## src/rtl/datapath.sv

```systemverilog
// 8-bit bus-oriented datapath: PC, MAR, IR, A, B, output register, carry and
// halt flags around a 16x8 RAM, all steered by a 15-bit control word.
// Optional feature macro: DATAPATH_PROG_EN adds a RAM program port
// (progwe/progaddr/progdata) that writes even while halted and beats ri.
module datapath (
    input  logic        clk,
    input  logic        resetn,
    input  logic [14:0] ctrlwrd,
`ifdef DATAPATH_PROG_EN
    input  logic        progwe,
    input  logic [3:0]  progaddr,
    input  logic [7:0]  progdata,
`endif
    output logic [3:0]  instruction,
    output logic [7:0]  bus,
    output logic [3:0]  pc,
    output logic [7:0]  outvalue,
    output logic        outvalid,
    output logic        carry,
    output logic        halted
);

    // control word decode
    logic c_j, c_co, c_ce, c_oi, c_bi, c_su, c_so, c_ao;
    logic c_ai, c_ii, c_io, c_ro, c_ri, c_mi, c_hlt;
    assign {c_hlt, c_mi, c_ri, c_ro, c_io, c_ii, c_ai, c_ao,
            c_so, c_su, c_bi, c_oi, c_ce, c_co, c_j} = ctrlwrd;

    logic [3:0] pc_q, pc_d, mar_q, mar_d;
    logic [7:0] ir_q, ir_d, a_q, a_d, b_q, b_d, out_q, out_d;
    logic       outv_q, outv_d, carry_q, carry_d, halt_q, halt_d;
    logic [8:0] alu;
    logic       wen;

    // RAM is not touched by reset; the declaration value gives the
    // all-zero power-up contents.
    logic [7:0] mem_q [16] = '{default: 8'h00};

    // Once halted, only the program port may still write state.
    assign wen = ~halt_q;

    // Subtraction is A + ~B + 1, so carry=1 means "no borrow".
    assign alu = {1'b0, a_q} + {1'b0, (c_su ? ~b_q : b_q)} + {8'b0, c_su};

    // Bus source select, highest priority first; idle bus reads zero.
    always_comb begin
        bus = 8'h00;
        if      (c_ro) bus = mem_q[mar_q];
        else if (c_io) bus = {4'b0, ir_q[3:0]};
        else if (c_ao) bus = a_q;
        else if (c_so) bus = alu[7:0];
        else if (c_co) bus = {4'b0, pc_q};
    end

    // Next-state for every register, all sampled from the pre-edge bus.
    always_comb begin
        pc_d    = pc_q;
        mar_d   = mar_q;
        ir_d    = ir_q;
        a_d     = a_q;
        b_d     = b_q;
        out_d   = out_q;
        carry_d = carry_q;
        halt_d  = halt_q;
        outv_d  = wen & c_oi;
        if (wen) begin
            if (c_mi) mar_d = bus[3:0];
            if (c_ii) ir_d  = bus;
            if (c_ai) a_d   = bus;
            if (c_bi) b_d   = bus;
            if (c_oi) out_d = bus;
            if (c_so && c_ai) carry_d = alu[8];
            if (c_j)       pc_d = bus[3:0];
            else if (c_ce) pc_d = pc_q + 4'd1;
            if (c_hlt) halt_d = 1'b1;
        end
    end

    // Register bank with asynchronous active-low clear.
    always_ff @(posedge clk or negedge resetn) begin
        if (!resetn) begin
            pc_q    <= '0;
            mar_q   <= '0;
            ir_q    <= '0;
            a_q     <= '0;
            b_q     <= '0;
            out_q   <= '0;
            outv_q  <= 1'b0;
            carry_q <= 1'b0;
            halt_q  <= 1'b0;
        end else begin
            pc_q    <= pc_d;
            mar_q   <= mar_d;
            ir_q    <= ir_d;
            a_q     <= a_d;
            b_q     <= b_d;
            out_q   <= out_d;
            outv_q  <= outv_d;
            carry_q <= carry_d;
            halt_q  <= halt_d;
        end
    end

    // RAM write; blocked while reset is held so an abandoned step leaves
    // no partial write behind.
    always_ff @(posedge clk) begin
        if (resetn) begin
`ifdef DATAPATH_PROG_EN
            if (progwe) mem_q[progaddr] <= progdata;
            else
`endif
            if (wen && c_ri) mem_q[mar_q] <= bus;
        end
    end

    assign instruction = ir_q[7:4];
    assign pc          = pc_q;
    assign outvalue    = out_q;
    assign outvalid    = outv_q;
    assign carry       = carry_q;
    assign halted      = halt_q;

endmodule

```

## config.mk

```make
export PLATFORM = sky130hd
export DESIGN_NAME = datapath
export DESIGN_NICKNAME = d
export VERILOG_FILES = /design/src/rtl/datapath.sv
export SDC_FILE = /design/constraint.sdc
export NUM_CORES = 1
export LEC_CHECK = 0
export ABC_AREA = 1
export CAP_MARGIN = 5
export CELL_PAD_IN_SITES_DETAIL_PLACEMENT = 1
export CELL_PAD_IN_SITES_GLOBAL_PLACEMENT = 1
export CORE_ASPECT_RATIO = 0.5
export CORE_MARGIN = 1.5
export CORE_UTILIZATION = 43
export DETAILED_ROUTE_END_ITERATION = 10
export PLACE_DENSITY_LB_ADDON = 0.1
export SLEW_MARGIN = 20
export SYNTH_ARGS = -nofsm -noshare
export SYNTH_HDL_FRONTEND = slang
export SYNTH_SLANG_ARGS = --single-unit
export TNS_END_PERCENT = 20
```

## constraint.sdc

```tcl
create_clock -name clk -period 2.48 [get_ports clk]
set_input_delay 0.496 -clock clk [delete_from_list [all_inputs] [get_ports clk]]
set_output_delay 0.496 -clock clk [all_outputs]
set_load 0.05 [all_outputs]
```

Yosys cells after proc, flatten, opt, wreduce, memory -nomap -nowiden
Memory sizes are Yosys's and may differ from the RTL's. Cells that the tools add are included.

Shifts and indexed selects: 0. $lt $le $gt $ge: 0. Bitwise gates (word level): 3. Add/subtract/negate cells: 3. Eq/ne operators: 0. Reductions and logical operators: 10. $mul: 0. Divide/modulo/power cells: 0. Muxes and demuxes: 13.

Operators with widths (count): 8-bit 2-to-1 mux (5); 2-bit AND reduction (7); 4-bit 2-to-1 mux (3); 8-bit by 8-bit adder with 9-bit output (1); 9-bit by 1-bit adder with 9-bit output (1); 8-bit NOT (1); 1-bit 2-to-1 mux (5); 4-bit by 1-bit adder with 4-bit output (second input constant) (1); 1-bit logical AND (2); 2-bit nonzero test (1); 1-bit bitwise AND (1); 1-bit NOT (1).

Word-level logic and storage cells: 39. Bits in read-only memories: 0. Input bits: 17. Memories kept: 1. Memory bits (writable): 128. Output and inout port bits: 27. Flip-flop bits (word level): 43. Bits in latches: 0.

Memories: mem_q (depth 16, bits a word 8, rd ports 1, clocked after memory_dff 0, wr ports 1, line 37) `logic [7:0] mem_q [16] = '{default: 8'h00};`.

Depth between registers and ports, before layout
Gate-level depths: netlist of run 1.

Depth after elaboration: 9. Gate-level depth with buffers: 17. Gate-level depth less buffers: 16.

Worst setup path before layout of run 1
OpenSTA, ideal clock, no wires.

Kind: input-to-output. From: in ctrlwrd[5]. To: out bus[1]. Arrival time: 2390 ps. Required time: 1984 ps. Stages on the path: 9. Path slack: -406 ps. Path buffers: 1. Cells stage by stage: buf_2 > nand2_1 > nand2_1 > inv_1 > fa_1 > o21ai_0 > a21oi_1 > a2bb2oi_1 > nand2_1.

Word-level cells in the longest chain between the ends: 7.

Ends and longest elaborated chain: start, declared (line 8) `input logic [14:0] ctrlwrd,`; 8-bit 2-to-1 mux (line 43) `assign alu = {1'b0, a_q} + {1'b0, (c_su ? ~b_q : b_q)} + {8'b0, c_su};`; 8-bit by 8-bit adder with 9-bit output (line 43); 9-bit by 1-bit adder with 9-bit output (*) (line 43); 8-bit 2-to-1 mux (*) (line 51) `else if (c_so) bus = alu[7:0];`; 8-bit 2-to-1 mux (*) (line 50) `else if (c_ao) bus = a_q;`; 8-bit 2-to-1 mux (*) (line 49) `else if (c_io) bus = {4'b0, ir_q[3:0]};`; 8-bit 2-to-1 mux (*) (line 48) `if (c_ro) bus = mem_q[mar_q];`; end, declared (line 15) `output logic [7:0] bus,`.

Mark *: on every way between the ends. The rest lies on a longest branch, timed or not.

Worst setup path in the final report of run 1
From: reg b_q[1]. To: out bus[4].

Word-level cells in the longest chain between the ends: 8.

Ends and longest elaborated chain: start, declared (line 30) `logic [7:0] ir_q, ir_d, a_q, a_d, b_q, b_d, out_q, out_d;`; start signal, assigned (line 86) `b_q <= '0;`; start signal, assigned (line 96) `b_q <= b_d;`; 8-bit NOT (line 43); 8-bit 2-to-1 mux (*) (line 43); 8-bit by 8-bit adder with 9-bit output (*) (line 43); 9-bit by 1-bit adder with 9-bit output (*) (line 43); 8-bit 2-to-1 mux (*) (line 51); 8-bit 2-to-1 mux (*) (line 50); 8-bit 2-to-1 mux (*) (line 49); 8-bit 2-to-1 mux (*) (line 48).

Marked as above.

==> impl_metrics.toml, run 1 <==
[yosys]
yosysWarningCount = 0
synth_seq_cells = 171
syn_area_mm2 = 0.007569
ys.flop_type = "edfxtp_1"
yosysSeqAreaShare_pct = 65.00
synth_nets = 750
synth_top_cell_by_area = "edfxtp_1"
async_flop_share_pct = 25.15
synth_edf_count = 128
synth_top_area_share_pct = 50.79
synth.area.top_cells = "edfxtp_1 (51%), nand2_1 (15%), dfrtp_1 (14%), nor2_1 (2.4%), inv_1 (1.8%)"
ys_types = 33
synth_area_per_cell_um2 = 10.48
syn_inst = 722

[final_layout]
fin_cells = 1095
nets = 876
stdcell_area_mm2 = 0.009728
antennaDiodeCount = 0
area_delta_synth_final_pct = 28.53
drive_above_1_share_pct = 22.76

[drt]
vias = 5740
viasPerCell = 5.242
drcViolationCount = 0
drtAntennaViolNets = 0
wirelength_mm = 22.38
wl_per_cell_um = 20.44
firstDrtPassIters = 5
drtIter0Drc = 288

[timing]
fin_setup_tns_ns = -2.700
hold_viol = 0
fmax_ghz = 0.3431
tightest_slew_ns = 0.6023
rsz0062_at_grt = "yes"
setup_slack_ns = -0.4342
min_period_ns = 2.914
slew_headroom_pct = 59.85
setup_viol = 8
clock_skew_ns = 0.01144
fin_crit_sh_pct = 117.5
slew_viol_final = 0

[global_route]
antenna_found_initial = 0
grtUsageTotal_pct = 26.11
grt_pass1_wl_mm = 35.18
gr-total-overflow = 0
grt_pass1_vias = 5991
grt_max_degree = 44

[status]
status = "finished, violations left"
violations = "negative setup slack"

[clock_tree]
cts_root_buffer = "clkbuf_16"
clk_pin_slew_ns = 0.07
numCtsBuffers = 17
clock-sinks = 171
cts_tree = "done"
htreeDepth = 4
clk-insertion-delay-late_ns = 0.43
cts_buffer_depth = 2

[placement]
dp.cells = 1050
place_hpwl_mm = 15.14
port_buffers = 43
gp_congestion = 0.8166
place_area_mm2 = 0.008852

[min_path]
hold_path.class = "primary input to async pin"

[run]
cap_violations = 0

[die]
rows = 34
design.die.area_mm2 = 0.01845
coreArea_mm2 = 0.01731
die_w_um = 190.6
fp.dieH_um = 96.81
ios = 44
start_util_pct = 43.71

[setup_path]
cp_max_fo = 2
required_ns = 1.98
cp_data_arrival_time_ns = 2.42
path_class = "register to primary output"
end_kind = "primary output"
crit_path_start_kind = "register"

[pwr]
peakVddDrop_mv = 0.4786
p_leak_uw = 0.004151
powerDensity_mw_per_mm2 = 804.9
total_power_uw = 7830
## Yosys cell counts (all sizes together) (2+ instances only)
| cell type | number |
|---|---|
| nand2 | 302 |
| ha | 10 |
| dfrtp | 43 |
| o21ai | 27 |
| nor2 | 52 |
| xnor2 | 3 |
| a31oi | 8 |
| clkbuf | 2 |
| inv | 39 |
| edfxtp | 128 |
| nor3 | 2 |
| xor2 | 7 |
| a21oi | 15 |
| a22oi | 16 |
| buf | 24 |
| nand3 | 18 |
| nand4 | 21 |
## logic make-up after synthesis
logic type | after synthesis | synth area share (%)
AND/OR/NAND/NOR | 397 | 21.39
flip-flops | 171 | 65.00
AO/OA/AOI/OAI | 68 | 5.918
buffers and inverters | 65 | 4.613
adder cells (fa/ha/maj) | 11 | 1.918
XOR/XNOR | 10 | 1.157
## routing by layer
layer / vias to the layer above / share of wire [%] / wire length, µm / GRT usage (%)
met2: 121 / 47 / 10620 / 41.51
li1: 2678 / - / - / -
met3: 25 / 3.5 / 793 / 4.463
met4: 0 / 1.4 / 310 / 6.541
met1: 2916 / 48 / 10660 / 37.29
met5: - / 0 / 0 / 0
## sequential cells by signal, summed over array words and instances (netlist names)
name / count
mem_q: 128
a_q: 8
b_q: 8
ir_q: 8
outvalue: 8
mar_q: 4
pc: 4
carry: 1
halted: 1
outvalid: 1
## worst paths after layout
kind | endpoint | start | slack (ns) | cells past startpoint
setup / recovery | bus[4] | b_q[1] | -0.43 | 12
hold / removal | ir_q[4] | resetn | 0.25 | 2
setup reg to reg | b_q[4] | b_q[1] | 0.11 | 13
hold reg to reg | outvalue[4] | outvalue[4] | 0.49 | 2
max in group asynchronous | mar_q[1] | resetn | 1.77 | 2
min in group clk | outvalue[4] | outvalue[4] | 0.49 | 2
## power breakdown
group / internal [µW] / leakage (µW) / switching [µW] / total (µW)
Combinational: 677 / 0.00215 / 1130 / 1800
Sequential: 3240 / 0.00171 / 78.7 / 3320
Clock: 1370 / 0.000295 / 1330 / 2700
Total: 5290 / 0.00415 / 2540 / 7830
## layout by cell type, fill, tap and decap left out, types with 9 or more instances in the layout
| cell | instances |
|---|---|
| buf_12 | 12 |
| nand3_1 | 16 |
| clkdlybuf4s50_1 | 33 |
| nand2_4 | 10 |
| dfrtp_1 | 42 |
| nand2_2 | 14 |
| nor2_1 | 48 |
| inv_1 | 31 |
| a21oi_1 | 10 |
| edfxtp_1 | 128 |
| o21ai_1 | 9 |
| clkbuf_16 | 17 |
| nand4_1 | 21 |
| nand2_1 | 278 |
| ha_1 | 9 |
| a22oi_1 | 11 |
| buf_4 | 79 |
## cell type report
type | count | area, µm²
Clock buffer | 17 | 425.4
Clock inverter | 15 | 181.4
Fill cell | 1825 | 7586
Inverter | 39 | 156.4
Multi-Input combinational cell | 486 | 2479
Sequential cell | 171 | 4921
Tap cell | 234 | 292.8
Timing Repair Buffer | 133 | 1272
## critical path: stages (launching register included)
cell and delay [ns]:
dfrtp_1 0.42, xnor2_2 0.16, buf_4 0.14, fa_2 0.41
inv_2 0.10, nand3_2 0.08, nand2_2 0.09, nand2_2 0.05
nand2_1 0.05, o21ai_1 0.06, o211ai_1 0.19, nand2_4 0.09
buf_12 0.16
## through the flow
step | hold WS, ns | utilization (%) | setup slack, ns
2_1_floorplan | 0.2004 | - | -0.03626
3_3_place_gp | 0.4629 | 51.13 | -0.6733
3_5_place_dp | 0.4745 | 51.13 | -0.7527
4_1_cts | 0.2582 | 55.62 | -0.3809
5_1_grt | 0.2797 | 56.19 | -0.5644
6_report | 0.2528 | 56.19 | -0.4342
## what timing repair did
action	CTS	global route
hold buffers	0	0
resized for setup	36	23
endpoints found under the setup margin	124	49
buffers inserted	8	5
pin swaps	18	14
gates cloned	1	0
Power figures use the tool's default switching activity.
==> run 2, diff against run 1 <==
- CORE_MARGIN: 1.5 -> 2
==> run 2 against run 1 <==
The run still ends with negative setup slack left. Routed wire length rose by 5.5%. Utilization increased by 1.3 points. First-iteration DRC count is 55% higher. Combinational power grew 7%. Clock-buffer cell count stayed put. Clock skew rose by 0.0021 ns. Worst setup slack improved by 0.043 ns. Final cell count rose by 1.3%. Critical path type unchanged. Largest cell class unchanged. Largest power group unchanged.
==> impl_metrics.toml, run 2 (synthesized netlist as in run 1, its figures left out) <==
[drt]
wl_met3_um = 961
top_layer = "met4"
vias = 5822
viasPerCell = 5.250
drtIter0Drc = 446
drcViolationCount = 0
firstDrtPassIters = 4
wl_met2_mm = 11.44
wl_per_cell_um = 21.29
drtAntennaViolNets = 0
wirelength_mm = 23.61
wl_met1_mm = 10.85

[setup_path]
cp_max_fo = 3
r2r_start = "b_q[0]"
crit_path_start_kind = "register"
required_ns = 1.98
path_class = "register to primary output"
crit_buf_inv = 3
crit_chain = "inv_2 > nand2_2 > nand2_2 > inv_2 > fa_2 > xnor2_1 > nand2_1 > a21oi_2 > a21oi_2 > nand2_4 > buf_12"
critPathSlowestCell = "dfrtp_1"
max_stage_delay_ns = 0.41
cp_data_arrival_time_ns = 2.38
path_delay_family = "flip-flops"
path_depth = 11
reg2reg_depth = 20
crit_start = "b_q[0]"
end_kind = "primary output"

[global_route]
grt_pass1_vias = 6269
grt_max_degree = 44
grt_pass1_wl_mm = 36.71
grtUsageTotal_pct = 26.96
gr-total-overflow = 0
antenna_found_initial = 0

[status]
violations = "negative setup slack"
status = "finished, violations left"

[run]
cap_violations = 0

[die]
start_util_pct = 43.71
rows = 34
coreArea_mm2 = 0.01731
die_w_um = 191.6
ios = 44
fp.dieH_um = 97.81
design.die.area_mm2 = 0.01874

[clock_tree]
clk-insertion-delay-late_ns = 0.44
clk_pin_slew_ns = 0.08
cts_tree = "done"
cts_root_buffer = "clkbuf_16"
numCtsBuffers = 17
cts_buffer_depth = 2
cts_hold_buffers = 0
htreeDepth = 4
clock-sinks = 171

[timing]
fmax_ghz = 0.3483
slew_viol_final = 0
tightest_slew_ns = 0.6229
setup_slack_ns = -0.3914
setup_viol = 9
rsz0062_at_grt = "yes"
hold_viol = 0
clock_skew_ns = 0.01349
fin_setup_tns_ns = -2.990
min_period_ns = 2.871
fin_crit_sh_pct = 115.8
slew_headroom_pct = 58.47

[placement]
port_buffers = 43
place_hpwl_mm = 15.46
dp.cells = 1047
gp_congestion = 0.8836

[final_layout]
antennaDiodeCount = 0
layout_commonest_cell = "nand2_1"
nets = 890
largest_register = "mem_q"
area_delta_synth_final_pct = 31.41
final_cell_mix = "nand2_1 (270), edfxtp_1 (128), buf_4 (90), nor2_1 (48), dfrtp_1 (41)"
final_util_pct = 57.44
fin_cells = 1109
drive_above_1_share_pct = 26.29
largest_reg_flops = 128

[min_path]
hold_path.class = "primary input to async pin"

[pwr]
peakVddDrop_mv = 0.4611
p_leak_uw = 0.004234
powerDensity_mw_per_mm2 = 796.2
-- run 2: cell types whose count changed in the layout (fill, tap and decap cells not counted), sizes merged --
cell | before | now
buf | 100 | 113
clkinv | 6 | 9
inv | 48 | 45
clkbuf | 17 | 18
-- run 2: worst register-to-register path: cells and delay by family, from the launching register on --
family          cells  cell delay (ns)
simple gates        7             0.59
fa+ha+maj           1             0.40
buf+inv            11             1.20
flops               1             0.41
compound gates      1             0.12
-- run 2: cell type report --
type | count | area, µm²
Sequential cell | 171 | 4922
Clock buffer | 17 | 425.4
Multi-Input combinational cell | 486 | 2565
Clock inverter | 15 | 172.7
Inverter | 39 | 158.9
Fill cell | 1820 | 7368
Tap cell | 234 | 292.8
Timing Repair Buffer | 147 | 1409
-- run 2: metal layers --
metal,global-route usage (%),up-vias
li1,-,2714
met1,37.45,2972
met2,44.40,105
met3,4.709,31
met4,6.686,0
met5,0,-
-- run 2: final timing paths --
check	end	slack (ns)
worst max-delay path	bus[2]	-0.39
worst min-delay path	mar_q[2]	0.23
worst max register to register	carry	-0.29
worst min register to register	outvalue[5]	0.48
max in group asynchronous	mar_q[0]	1.82
min in group clk	outvalue[5]	0.48
-- run 2: report_power, final --
group          internal [µW]  total (µW)  switching (µW)
registers               3250        3330            89.2
clock network           1360        2670            1310
logic                    747        1920            1170
-- run 2: what timing repair did --
item	CTS	global route
resized for setup	73	12
pin swaps	31	18
endpoints found under the setup margin	159	15
setup buffers	26	3
gates cloned	1	0
endpoints found under the hold margin	0	0
-- run 2: per-stage QoR --
step | total power (µW) | hold slack [ns] | setup WS, ns | area (µm²)
2_1_floorplan | 4273 | 0.2004 | -0.03626 | 7629
3_3_place_gp | 4979 | 0.4638 | -0.7631 | 8855
3_5_place_dp | 5016 | 0.4696 | -0.8110 | 8855
4_1_cts | 7910 | 0.2409 | -0.3723 | 9879
5_1_grt | 8218 | 0.2614 | -0.5142 | 9946
6_report | 7919 | 0.2300 | -0.3914 | 9946
